`src/rtl/mem_access_stage.sv`:
```
// MEM stage and MEM/WB register: data-memory req/ack access,
// upstream stall, timeout abort and misalignment error flag.
module mem_access_stage #(
  parameter int TIMEOUT_CYC = 255,
  parameter int CNT_W       = 8
) (
  input  logic        clk_i,
  input  logic        rst_i,
  input  logic        RegWrite_i,
  input  logic        MemReg_i,
  input  logic        MemRead_i,
  input  logic        MemWrite_i,
  input  logic [31:0] ALUResult_i,
  input  logic [31:0] MemData_i,
  input  logic [4:0]  rd_addr_i,
  output logic        stall_o,
  output logic        mem_req_o,
  output logic        mem_we_o,
  output logic [31:0] mem_addr_o,
  output logic [31:0] mem_wdata_o,
  input  logic        mem_ack_i,
  input  logic [31:0] mem_rdata_i,
  output logic        RegWrite_o,
  output logic        MemReg_o,
  output logic [31:0] ReadData_o,
  output logic [31:0] ALUResult_o,
  output logic [4:0]  rd_addr_o,
  output logic        err_o
);

  typedef enum logic {IDLE, ACCESS} state_e;

  localparam logic [CNT_W-1:0] LAST =
    CNT_W'(TIMEOUT_CYC - 1);

  state_e            state_q, state_d;
  logic [CNT_W-1:0]  cnt_q, cnt_d;
  logic              req_q, req_d;
  logic              we_q, we_d;
  logic [31:0]       addr_q, addr_d;
  logic [31:0]       wdata_q, wdata_d;
  logic              lat_rw_q, lat_rw_d;
  logic              lat_mr_q, lat_mr_d;
  logic [4:0]        lat_rd_q, lat_rd_d;
  logic              wb_rw_q, wb_rw_d;
  logic              wb_mr_q, wb_mr_d;
  logic [4:0]        wb_rd_q, wb_rd_d;
  logic [31:0]       wb_alu_q, wb_alu_d;
  logic [31:0]       wb_rdata_q, wb_rdata_d;
  logic              err_q, err_d;
  logic              stall;
  logic              mem_op;
  logic              aligned;

  assign mem_op  = MemRead_i | MemWrite_i;
  assign aligned = (ALUResult_i[1:0] == 2'b00);

  always_comb begin
    state_d    = state_q;
    cnt_d      = cnt_q;
    req_d      = req_q;
    we_d       = we_q;
    addr_d     = addr_q;
    wdata_d    = wdata_q;
    lat_rw_d   = lat_rw_q;
    lat_mr_d   = lat_mr_q;
    lat_rd_d   = lat_rd_q;
    wb_rw_d    = 1'b0;
    wb_mr_d    = 1'b0;
    wb_rd_d    = 5'd0;
    wb_alu_d   = wb_alu_q;
    wb_rdata_d = wb_rdata_q;
    err_d      = err_q;
    stall      = 1'b0;
    unique case (state_q)
      IDLE: begin
        if (!mem_op) begin
          wb_rw_d    = RegWrite_i;
          wb_mr_d    = MemReg_i;
          wb_rd_d    = rd_addr_i;
          wb_alu_d   = ALUResult_i;
          wb_rdata_d = 32'd0;
        end else if (aligned) begin
          stall    = 1'b1;
          req_d    = 1'b1;
          we_d     = MemWrite_i;
          addr_d   = ALUResult_i;
          wdata_d  = MemData_i;
          lat_rw_d = RegWrite_i;
          lat_mr_d = MemReg_i;
          lat_rd_d = rd_addr_i;
          cnt_d    = '0;
          state_d  = ACCESS;
        end else begin
          err_d = 1'b1;
        end
      end
      ACCESS: begin
        if (mem_ack_i) begin
          wb_rw_d    = lat_rw_q;
          wb_mr_d    = lat_mr_q;
          wb_rd_d    = lat_rd_q;
          wb_alu_d   = addr_q;
          wb_rdata_d = we_q ? 32'd0 : mem_rdata_i;
          req_d      = 1'b0;
          state_d    = IDLE;
        end else if (cnt_q == LAST) begin
          // abort releases the pipeline this cycle
          req_d   = 1'b0;
          err_d   = 1'b1;
          state_d = IDLE;
        end else begin
          stall = 1'b1;
          cnt_d = cnt_q + 1'b1;
        end
      end
      default: state_d = IDLE;
    endcase
  end

  always_ff @(posedge clk_i or negedge rst_i) begin
    if (!rst_i) begin
      state_q    <= IDLE;
      cnt_q      <= '0;
      req_q      <= 1'b0;
      we_q       <= 1'b0;
      addr_q     <= 32'd0;
      wdata_q    <= 32'd0;
      lat_rw_q   <= 1'b0;
      lat_mr_q   <= 1'b0;
      lat_rd_q   <= 5'd0;
      wb_rw_q    <= 1'b0;
      wb_mr_q    <= 1'b0;
      wb_rd_q    <= 5'd0;
      wb_alu_q   <= 32'd0;
      wb_rdata_q <= 32'd0;
      err_q      <= 1'b0;
    end else begin
      state_q    <= state_d;
      cnt_q      <= cnt_d;
      req_q      <= req_d;
      we_q       <= we_d;
      addr_q     <= addr_d;
      wdata_q    <= wdata_d;
      lat_rw_q   <= lat_rw_d;
      lat_mr_q   <= lat_mr_d;
      lat_rd_q   <= lat_rd_d;
      wb_rw_q    <= wb_rw_d;
      wb_mr_q    <= wb_mr_d;
      wb_rd_q    <= wb_rd_d;
      wb_alu_q   <= wb_alu_d;
      wb_rdata_q <= wb_rdata_d;
      err_q      <= err_d;
    end
  end

  // reset forces the stall low even with a memory op on the inputs
  assign stall_o     = stall & rst_i;
  assign mem_req_o   = req_q;
  assign mem_we_o    = we_q;
  assign mem_addr_o  = addr_q;
  assign mem_wdata_o = wdata_q;
  assign RegWrite_o  = wb_rw_q;
  assign MemReg_o    = wb_mr_q;
  assign rd_addr_o   = wb_rd_q;
  assign ALUResult_o = wb_alu_q;
  assign ReadData_o  = wb_rdata_q;
  assign err_o       = err_q;

endmodule

```
`config.mk`:
```
export PLATFORM = sky130hd
export DESIGN_NAME = mem_access_stage
export DESIGN_NICKNAME = d
export VERILOG_FILES = /design/src/rtl/mem_access_stage.sv
export SDC_FILE = /design/constraint.sdc
export NUM_CORES = 1
export LEC_CHECK = 0
export ABC_AREA = 1
export BUFFER_PORTS_ARGS = -buffer_cell sky130_fd_sc_hd__buf_2
export CORE_MARGIN = 2
export CORE_UTILIZATION = 49
export CTS_CLUSTER_DIAMETER = 80
export DETAILED_ROUTE_END_ITERATION = 16
export PLACE_DENSITY = 0.8
export SYNTH_ARGS = -nofsm -noshare
export SYNTH_HDL_FRONTEND = slang
export SYNTH_SLANG_ARGS = --single-unit
export TNS_END_PERCENT = 20
```
`constraint.sdc`:
```
create_clock -name clk_i -period 2.4 [get_ports clk_i]
set_clock_uncertainty 0.2 [all_clocks]
set_input_delay 0.48 -clock clk_i [delete_from_list [all_inputs] [get_ports clk_i]]
set_output_delay 0.48 -clock clk_i [all_outputs]
set_load 0.05 [all_outputs]
```
==> Yosys cells after proc, flatten, opt, wreduce, memory -nomap -nowiden <==
Cells that the tools add are included.
{ "op_classes": {"n_addsub": 1, "eq_ne": 10, "n_mux": 36, "n_bitwise": 3, "n_reduce_logical": 6} }
{ "ops": {"columns": ["cell", "n"], "rows": [
  ["two-way mux 32 bit", 5],
  ["case mux 32 bit (2 select lines)", 2],
  ["two-way mux 8 bit", 4],
  ["two-way mux 1 bit", 16],
  ["case mux 8 bit (2 select lines)", 1],
  ["inequality test 2 bit, second input constant", 7],
  ["two-way mux 5 bit", 2],
  ["case mux 1 bit (2 select lines)", 5],
  ["case mux 5 bit (2 select lines)", 1],
  ["adder 8 x 1 -> 8 bit, second input constant", 1],
  ["== test 8 bit, second input constant", 1],
  ["AND reduction 4 bit", 2],
  ["AND reduction 3 bit", 2],
  ["inequality test 3 x 2 -> 1 bit, second input constant", 1],
  ["zero test 2 bit", 1],
  ["inequality test 2 x 1 -> 1 bit, second input constant", 1],
  ["AND reduction 2 bit", 1],
  ["AND 1 bit", 1],
  ["inverter 1 bit", 1],
  ["bitwise OR 1 bit", 1]
]} }
{ "totals": {"regBits": 154, "in_bits": 108, "out_inout_bits": 139, "elab_cells": 71} }

==> Longest topological paths before layout <==
Gate-level depths: netlist of run 1.
{ "depth": {"depth_word": 5, "depth_mapped": 9, "depth_no_buf": 9} }

==> Worst setup path before layout of run 1 <==
Ideal clock, no wire load.
{ "synth_timing": {"path_kind": "input to output", "start": "input ALUResult_i[1]", "end": "output stall_o", "arrival_time_ns": 1.733, "required_ns": 1.720, "setup_slack_ns": -0.013, "path_stages": 7, "n_path_buf": 3, "cell_sequence": "nor2_2 > nand2_1 > or2_1 > buf_6 > buf_6 > buf_6 > a21boi_2"} }
{ "synth_between": {"elab_chain_len": 5} }
{ "synth_lines": {"columns": ["item", "line_no", "rtl"], "rows": [
  ["start: declaration", "13", "input logic [31:0] ALUResult_i,"],
  ["zero test 2 bit", "56", "assign aligned = (ALUResult_i[1:0] == 2'b00);"],
  ["two-way mux 1 bit", "83", "end else if (aligned) begin"],
  ["two-way mux 1 bit", "77", "if (!mem_op) begin"],
  ["case mux 1 bit (2 select lines)", "75", "unique case (state_q)"],
  ["AND 1 bit", "158", "assign stall_o = stall & rst_i;"],
  ["end: declaration", "16", "output logic stall_o,"]
]} }
No other way between the ends.

==> Worst setup path in the final report of run 1 <==
{ "layout_timing": {"start": "register cnt_q[1]", "end": "output stall_o"} }
{ "layout_between": {"elab_chain_len": 5} }
{ "layout_lines": {"columns": ["item", "line_no", "rtl"], "rows": [
  ["start: declaration", "37", "logic [CNT_W-1:0] cnt_q, cnt_d;"],
  ["start signal: assignment", "140", "cnt_q <= cnt_d;"],
  ["== test 8 bit", "107", "end else if (cnt_q == LAST) begin"],
  ["two-way mux 1 bit", "107", null],
  ["two-way mux 1 bit", "99", "if (mem_ack_i) begin"],
  ["case mux 1 bit (2 select lines)", "75", null],
  ["AND 1 bit", "158", null]
]} }
No other way between the ends.

==> results.tsv, run 1 <==
metric	value	unit
status	finished clean	
num_antenna_cells	0	
syn_avg_cell_area	8.88	µm²
slew_headroom	33.1	%
r2r-start	state_q	
die-area	0.0141	mm²
rsz0062_at_grt	false	
ys_types	26	
worst_pin_slew	1.00	ns
cap_viol_max_count	0	
place_congestion	0.833	
holdBufCountCts	0	
ys_top_cells_by_area	dfrtp_1 (60%), nand2_1 (12%), inv_1 (6.5%)	
endpoint	stall_o	
setup_tns	0	ns
ctsLongestPathBuffers	2	
pwr-share-clk	28.3	%
via_per_inst	4.73	
final_nets	1072	
power.leakage	4.67	nW
hold_path_class	primary input to asynchronous set/reset pin	
cpPeakStageDelay	0.43	ns
path_clk_slew	0.06	ns
setup_viol	0	
yosys.area.top_type	dfrtp_1	
ys_warn_count	0	
wl_per_cell	13.6	µm
clock_latency	0.41	ns
drtIter0Drc	405	
p_comb_share	34.2	%
grt_max_degree	155	
io_pins	247	
clock-root-buffer	clkbuf_16	
crit_path_end_kind	primary output	
track_usage	22.7	%
period_share	95.7	%
ant_nets	0	
yosysTopAreaCellShare	59.8	%
timing.rr.end	ReadData_o[7]	
placedCellCount	1114	
stdcell_count	1146	
syn_nets	836	
layout-drive-gt1-share	31.1	%
core_area	0.0127	mm²
start_kind	flip-flop	
path_buf_inv	2	
peakVddDrop	0.000567	V
hold_viol_final	0	
synth-edff-count	0	
path_delay_family	flip-flops	
drt-pass1-iter-count	5	
cts.sinks	154	
placement_rows	41	
crit_chain	ha_1 > inv_1 > nor2_1 > nand2_1 > nand2_2 > a21boi_4 > buf_6	
fmax	435	MHz
ys.flop_type	dfrtp_1	
start_util	50.7	%
maxSlewViolCount	0	
synthArstFlopShare	100	%
syn_to_final_growth	29.1	%
cp.arrival	1.62	ns
p_int	5.28	mW
ys_seq_area_share	59.8	%
ys_seq_elements	154	
mappedNetlistArea	0.00645	mm²
antenna_found_initial	0	
path_depth	7	
cts_buffers	17	
drc	0	
critPathMaxFanout	5	
r2r_slack	0.28	ns
io_buffer_count	246	
swShare	41.0	%
synthCells	726	
vias	5417	
cpMaxStageDelayCell	dfrtp_1	
worstRegToRegCells	7	
grt_pass1_wl	25400	µm
fp.dieH	119	µm
power_switching	3.67	mW
yosys-top-cells-count	nand2_1 (205), dfrtp_1 (154), inv_1 (112)	
worstSetupStartpoint	cnt_q[1]	
drt-total-wl	15600	µm
yosysMostFrequentCell	nand2_1	
cts_tree	done	
path_class	flip-flop to primary output	
cp.required	1.72	ns
htreeDepth	4	
dp_hpwl	10700	µm
seqPwrFrac	37.5	%
power	8.95	mW
gr-total-overflow	0	
fin_crit	2.30	ns
grt_pass1_vias	5134	
dieWidth	119	µm
cellPowerDensity	1080	mW/mm²
power groups by stage:
stage	Combinational (mW)	Sequential (mW)	Clock [mW]
3_3_place_gp	3.03	3.38	0
4_1_cts	3.09	3.36	2.59
3_5_place_dp	3.08	3.40	0
6_report	3.06	3.36	2.53
2_1_floorplan	0.650	5.00	0
5_1_grt	3.25	3.42	2.71
per-layer routing:
metal | GRT usage (%) | part of all wire [%] | wire length, µm
met4 | 8.18 | 1.4 | 211
met2 | 37.0 | 48 | 7500
met5 | 0 | 0 | 0
met3 | 6.71 | 7.9 | 1240
met1 | 28.7 | 43 | 6620
worst min-delay path by stage:
stage | end | slack (ns) | startpoint | cells past startpoint
after floorplan | ALUResult_o[0] | -0.02 | rst_i | 0
after global placement | rd_addr_o[0] | 0.26 | lat_rd_q[0] | 2
after detailed placement | mem_wdata_o[0] | 0.27 | mem_wdata_o[0] | 2
after CTS | ReadData_o[22] | 0.06 | rst_i | 2
after global routing | mem_addr_o[28] | 0.08 | rst_i | 2
final | cnt_q[1] | 0.02 | rst_i | 2
area by class of cell:
cell class / count / area, µm²
Sequential cell: 154 / 3850
Fill cell: 1069 / 4400
Clock inverter: 11 / 121
Clock buffer: 20 / 437
Timing Repair Buffer: 255 / 1340
Tap cell: 172 / 215
Multi-Input combinational cell: 421 / 1940
Inverter: 113 / 424
flip-flops by register name (all words and copies together), names as in the netlist:
name / count
ALUResult_o: 32
lat_mr_q: 1
mem_wdata_o: 32
lat_rw_q: 1
ReadData_o: 32
rd_addr_o: 5
err_o: 1
mem_we_o: 1
lat_rd_q: 5
mem_addr_o: 32
MemReg_o: 1
state_q: 1
RegWrite_o: 1
mem_req_o: 1
cnt_q: 8
metrics by stage:
step / hold WS (ns) / instance area [µm²] / worst slack [ns] / utilization [%]
CTS: 0.0614 / 8330 / 0.0296 / 65.4
global route: 0.0752 / 8330 / 0.00163 / 65.5
global placement: 0.262 / 7750 / 0.160 / 60.9
finish: 0.0222 / 8330 / 0.103 / 65.5
floorplan: -0.0156 / 6450 / 0.137 / -
detailed placement: 0.266 / 7750 / 0.159 / 60.9
placed cells by master, fill, tap and decap left out, types with 2 or more instances in the layout:
cell,n
buf_2,244
o21ai_2,10
clkbuf_16,17
ha_1,2
buf_6,2
inv_1,112
o21ai_0,42
clkinv_2,4
a31oi_1,32
nand2_1,204
nand3_1,13
dfrtp_1,153
buf_12,2
bufinv_16,2
clkbuf_1,3
nand2_2,2
buf_4,7
o21ai_1,59
nor2_1,45
clkinvlp_4,2
a21oi_1,3
inv_6,2
cells by family (layout without fill, tap and decap cells):
family	after synthesis	count (layout)	synth area share [%]
simple gates	269	269	16.2
flops	154	154	59.8
buf+inv	151	399	10.4
compound gates	150	150	13.3
fa+ha+maj	2	2	0.388
repair_timing:
item,CTS,global route
pin swaps,0,1
gates resized for setup,2,1
buffers inserted,1,0
endpoints found under the hold margin,0,0
setup endpoints to repair,1,1
No activity file was read; power rests on OpenSTA's default activity.
==> inputs of run 2 (changes only) <==
--- a/config.mk
+++ b/config.mk
@@ -6,6 +6,7 @@
 export NUM_CORES = 1
 export LEC_CHECK = 0
 export ABC_AREA = 1
+export ABC_CLOCK_PERIOD_IN_PS = 2400
 export BUFFER_PORTS_ARGS = -buffer_cell sky130_fd_sc_hd__buf_2
 export CORE_MARGIN = 2
 export CORE_UTILIZATION = 49
==> constraint.sdc (replaced) <==
create_clock -name clk_i -period 2.4 [get_ports clk_i]
set_clock_uncertainty 0.2 [all_clocks]
set_input_delay 0.24 -clock clk_i [delete_from_list [all_inputs] [get_ports clk_i]]
set_output_delay 0.24 -clock clk_i [all_outputs]
set_load 0.05 [all_outputs]
==> results.tsv, run 2 (synthesis gave the netlist of run 1 again) <==
metric	value	unit
final_common_cell	buf_2	
drtIter0Drc	631	
clock_latency	0.41	ns
drc	0	
status	finished clean	
grt_pass1_vias	6189	
r2r-start	state_q	
dp_hpwl	11200	µm
drt-pass1-iter-count	5	
path_class	primary input to primary output	
cts_buffers	17	
hold_path_class	primary input to asynchronous set/reset pin	
worstRegToRegCells	6	
placement_rows	41	
hold_viol_final	0	
antenna_found_initial	0	
wl_per_cell	15.4	µm
gr-usage-met2	48.0	%
io_pins	247	
layout-drive-gt1-share	28.3	%
timing.rr.end	ReadData_o[1]	
endpoint	stall_o	
setup_tns	0	ns
maxSlewViolCount	0	
core_area	0.0127	mm²
start_kind	primary input	
track_usage	27.8	%
final_nets	1178	
r2r_slack	0.18	ns
fin_crit	2.31	ns
cp.required	1.96	ns
nFillCells	831	
use_met3	8.25	%
place_congestion	0.857	
rsz0062_at_grt	false	
dieWidth	119	µm
power.leakage	5.11	nW
htreeDepth	4	
grt_pass1_wl	31100	µm
path_clk_slew	0.06	ns
cts.sinks	154	
worstSetupStartpoint	ALUResult_i[1]	
peakVddDrop	0.000596	V
area.sequential	0.00385	mm²
num_antenna_cells	0	
syn_to_final_growth	45.6	%
die-area	0.0141	mm²
critPathMaxFanout	21	
place_area	0.00774	mm²
mostFrequentLayoutCells	buf_2 (244), nand2_1 (204), dfrtp_1 (154)	
clock-root-buffer	clkbuf_16	
busiest_layer	met2	
cellPowerDensity	989	mW/mm²
setup_viol	0	
fmax	433	MHz
cap_viol_max_count	0	
gr-total-overflow	0	
worst_pin_slew	0.966	ns
start_util	50.7	%
period_share	96.3	%
crit_path_end_kind	primary output	
slew_headroom	35.5	%
vias	6129	
ant_nets	0	
cts_tree	done	
ctsLongestPathBuffers	2	
via_per_inst	4.89	
io_buffer_count	246	
grt_max_degree	71	
multi_input_area	0.00193	mm²
use_met1	33.0	%
final_area	0.00939	mm²
fp.dieH	119	µm
drt-total-wl	19300	µm
cp.arrival	1.87	ns
[run 2: cell count changes in the layout (fill, tap and decap cells not counted), sizes merged]
cell | previous run | this run
dlygate4sd3 | 0 | 105
clkbuf | 20 | 21
clkinv | 5 | 3
inv | 115 | 117
clkinvlp | 2 | 3
[run 2: worst max-delay path: stages]
cell and delay [ns]:
dlygate4sd3_1 0.54, buf_2 0.13, nor2_2 0.15, nand2_1 0.09, or2_4 0.34, a21boi_2 0.14, clkbuf_4 0.24
[run 2: stage by stage]
stage	hold WS, ns	utilization, %	power, mW	std cells	setup WS [ns]
final	0.0761	73.8	9.29	1253	0.0881
after global routing	0.0994	73.8	9.68	1253	0.00475
after CTS	0.0782	73.7	9.27	1253	0.0330
after detailed placement	-0.0592	60.8	6.47	1116	0.228
after global placement	-0.0595	60.8	6.42	1116	0.342
after floorplan	-0.256	-	5.65	726	0.351
[run 2: worst min path at each step]
stage | start | to | cells after the start
floorplan | rst_i | ALUResult_o[0] | 0
global placement | rst_i | ALUResult_o[29] | 1
detailed placement | rst_i | ALUResult_o[29] | 1
CTS | rst_i | mem_addr_o[25] | 2
global route | rst_i | ALUResult_o[29] | 2
finish | rst_i | mem_addr_o[25] | 2
[run 2: final cells by class]
cell class	count	share of cell area [%]
timing repair buffer	361	25.2
clock inverter	12	1.45
multi-input combinational	421	20.6
inverter	113	4.54
clock buffer	20	4.86
sequential	154	41.0
tap	172	2.29
[run 2: layer usage]
layer	up-vias	part of all wire, %
li1	2953	-
met1	2844	40
met2	291	50
met3	41	8.1
met4	0	2.3
met5	-	0
[run 2: timing repair]
action | in CTS | in global routing
resized for setup | 0 | 3
endpoints found under the hold margin | 204 | 0
hold buffers | 105 | 0
endpoints found under the setup margin | 0 | 6
buffers inserted | 0 | 0
[run 2: report_power, final]
| part | switching [mW] | internal [mW] | leakage (nW) |
|---|---|---|---|
| Clock | 1.06 | 1.60 | 0.284 |
| Combinational | 2.46 | 0.778 | 2.90 |
| Sequential | 0.305 | 3.08 | 1.93 |
| Total | 3.83 | 5.46 | 5.11 |
==> inputs of run 3 (changes only) <==
==> constraint.sdc (replaced) <==
create_clock -name clk_i -period 2.4 [get_ports clk_i]
set_clock_uncertainty 0.2 [all_clocks]
set_input_delay 0.12 -clock clk_i [delete_from_list [all_inputs] [get_ports clk_i]]
set_output_delay 0.12 -clock clk_i [all_outputs]
set_load 0.05 [all_outputs]
==> results.tsv, run 3 (synthesis gave the netlist of run 1 again) <==
metric	value	unit
status	finished clean	
cts.sinks	154	
ant_nets	0	
grt_pass1_vias	6117	
fmax	444	MHz
io_buffer_count	246	
cpPeakStageDelay	0.39	ns
clock_latency	0.41	ns
power.leakage	5.13	nW
worstRegToRegCells	6	
cts_setup_buffers	0	
placement_rows	41	
crit_path_end_kind	primary output	
r2r_slack	0.27	ns
period_share	93.8	%
drt-total-wl	19000	µm
hold_viol_final	0	
dp_hpwl	11300	µm
worst_pin_slew	0.997	ns
nFillCells	879	
layout-drive-gt1-share	28.0	%
cts_buffers	17	
htreeDepth	4	
cts_tree	done	
place_congestion	0.851	
ctsLongestPathBuffers	2	
wl_per_cell	15.1	µm
die-area	0.0141	mm²
peakVddDrop	0.000580	V
placedCellCount	1117	
cp.arrival	1.93	ns
cp_common_cell	inv_1	
setup_tns	0	ns
hold_depth	4	
crit_chain	inv_1 > ha_1 > inv_1 > nor2_1 > nand2_1 > nand2_2 > a21boi_2 > clkbuf_4	
grt_pass1_wl	30700	µm
cp.required	2.08	ns
drt-pass1-iter-count	7	
clock-root-buffer	clkbuf_16	
track_usage	27.6	%
drtIter0Drc	580	
mostFrequentLayoutCells	buf_2 (244), nand2_1 (204), dfrtp_1 (154)	
maxSlewViolCount	0	
io_pins	247	
core_area	0.0127	mm²
cap_viol_max_count	0	
gr-total-overflow	0	
syn_to_final_growth	46.1	%
final_util	74.0	%
fp.dieH	119	µm
hold_path_class	primary input to flip-flop	
path_class	flip-flop to primary output	
num_antenna_cells	0	
start_kind	flip-flop	
dieWidth	119	µm
rsz0062_at_grt	false	
final_nets	1181	
antenna_found_initial	0	
via_per_inst	4.89	
fin_crit	2.25	ns
drc	0	
critPathMaxFanout	10	
grt_max_degree	72	
cellPowerDensity	985	mW/mm²
stdcell_count	1255	
cpMaxStageDelayCell	dfrtp_1	
path_clk_slew	0.06	ns
final_common_cell	buf_2	
slew_headroom	33.4	%
power	9.28	mW
setup_viol	0	
hold_slack	0.0209	ns
start_util	50.7	%
vias	6139	
## run 3: changes by cell type in the layout (fill, tap and decap cells not counted), sizes merged
cell | previous run | this run
clkbuf | 21 | 24
buf | 255 | 257
dlygate4sd3 | 105 | 106
bufinv | 2 | 3
clkinvlp | 3 | 2
inv | 117 | 113
## run 3: path summary, 6_finish.rpt
| kind | from | to |
|---|---|---|
| setup reg to reg | state_q | ReadData_o[23] |
| max in group asynchronous | rst_i | mem_wdata_o[13] |
| setup / recovery | cnt_q[0] | stall_o |
| hold reg to reg | mem_wdata_o[9] | mem_wdata_o[9] |
| min in group asynchronous | rst_i | ReadData_o[25] |
| hold / removal | mem_ack_i | mem_req_o |
## run 3: per-stage QoR
step / cell area (µm²) / worst slack (ns)
global placement: 7760 / 0.523
finish: 9420 / 0.148
CTS: 9420 / 0.0768
detailed placement: 7760 / 0.428
global route: 9420 / 0.0186
floorplan: 6450 / 0.471
## run 3: what timing repair did
item | 4_1_cts | 5_1_grt
setup endpoints to repair | 0 | 1
endpoints found under the hold margin | 296 | 0
resized for setup | 0 | 1
hold buffers | 107 | 0
## run 3: report_power, final
part	total (mW)	switching [mW]	internal [mW]	leakage (nW)
clock network	2.65	0.996	1.65	0.277
registers	3.39	0.308	3.08	1.93
logic	3.24	2.45	0.786	2.93
total	9.28	3.76	5.52	5.13
## run 3: area by class of cell
cell class                 instances  area (µm²)  area share, %
clock inverter                     8         120           1.28
timing repair buffer             364        2420           25.7
inverter                         113         424           4.50
tap                              172         215           2.29
clock buffer                      23         458           4.86
sequential                       154        3850           40.9
multi-input combinational        421        1930           20.5
## run 3: metal layers
metal	track usage (%)	routed length, µm	up-vias	part of all wire (%)
li1	-	-	2951	-
met3	7.96	1550	40	8.1
met1	32.7	7460	2858	39
met2	47.2	9530	290	50
met4	11.4	440	0	2.3
met5	0	0	-	0
## run 3: critical path, delay by kind of cell, from the launching register on
kind / cells / cell delay, ns
compound gates: 1 / 0.22
fa+ha+maj: 1 / 0.19
simple gates: 3 / 0.31
flops: 1 / 0.39
buf+inv: 3 / 0.40
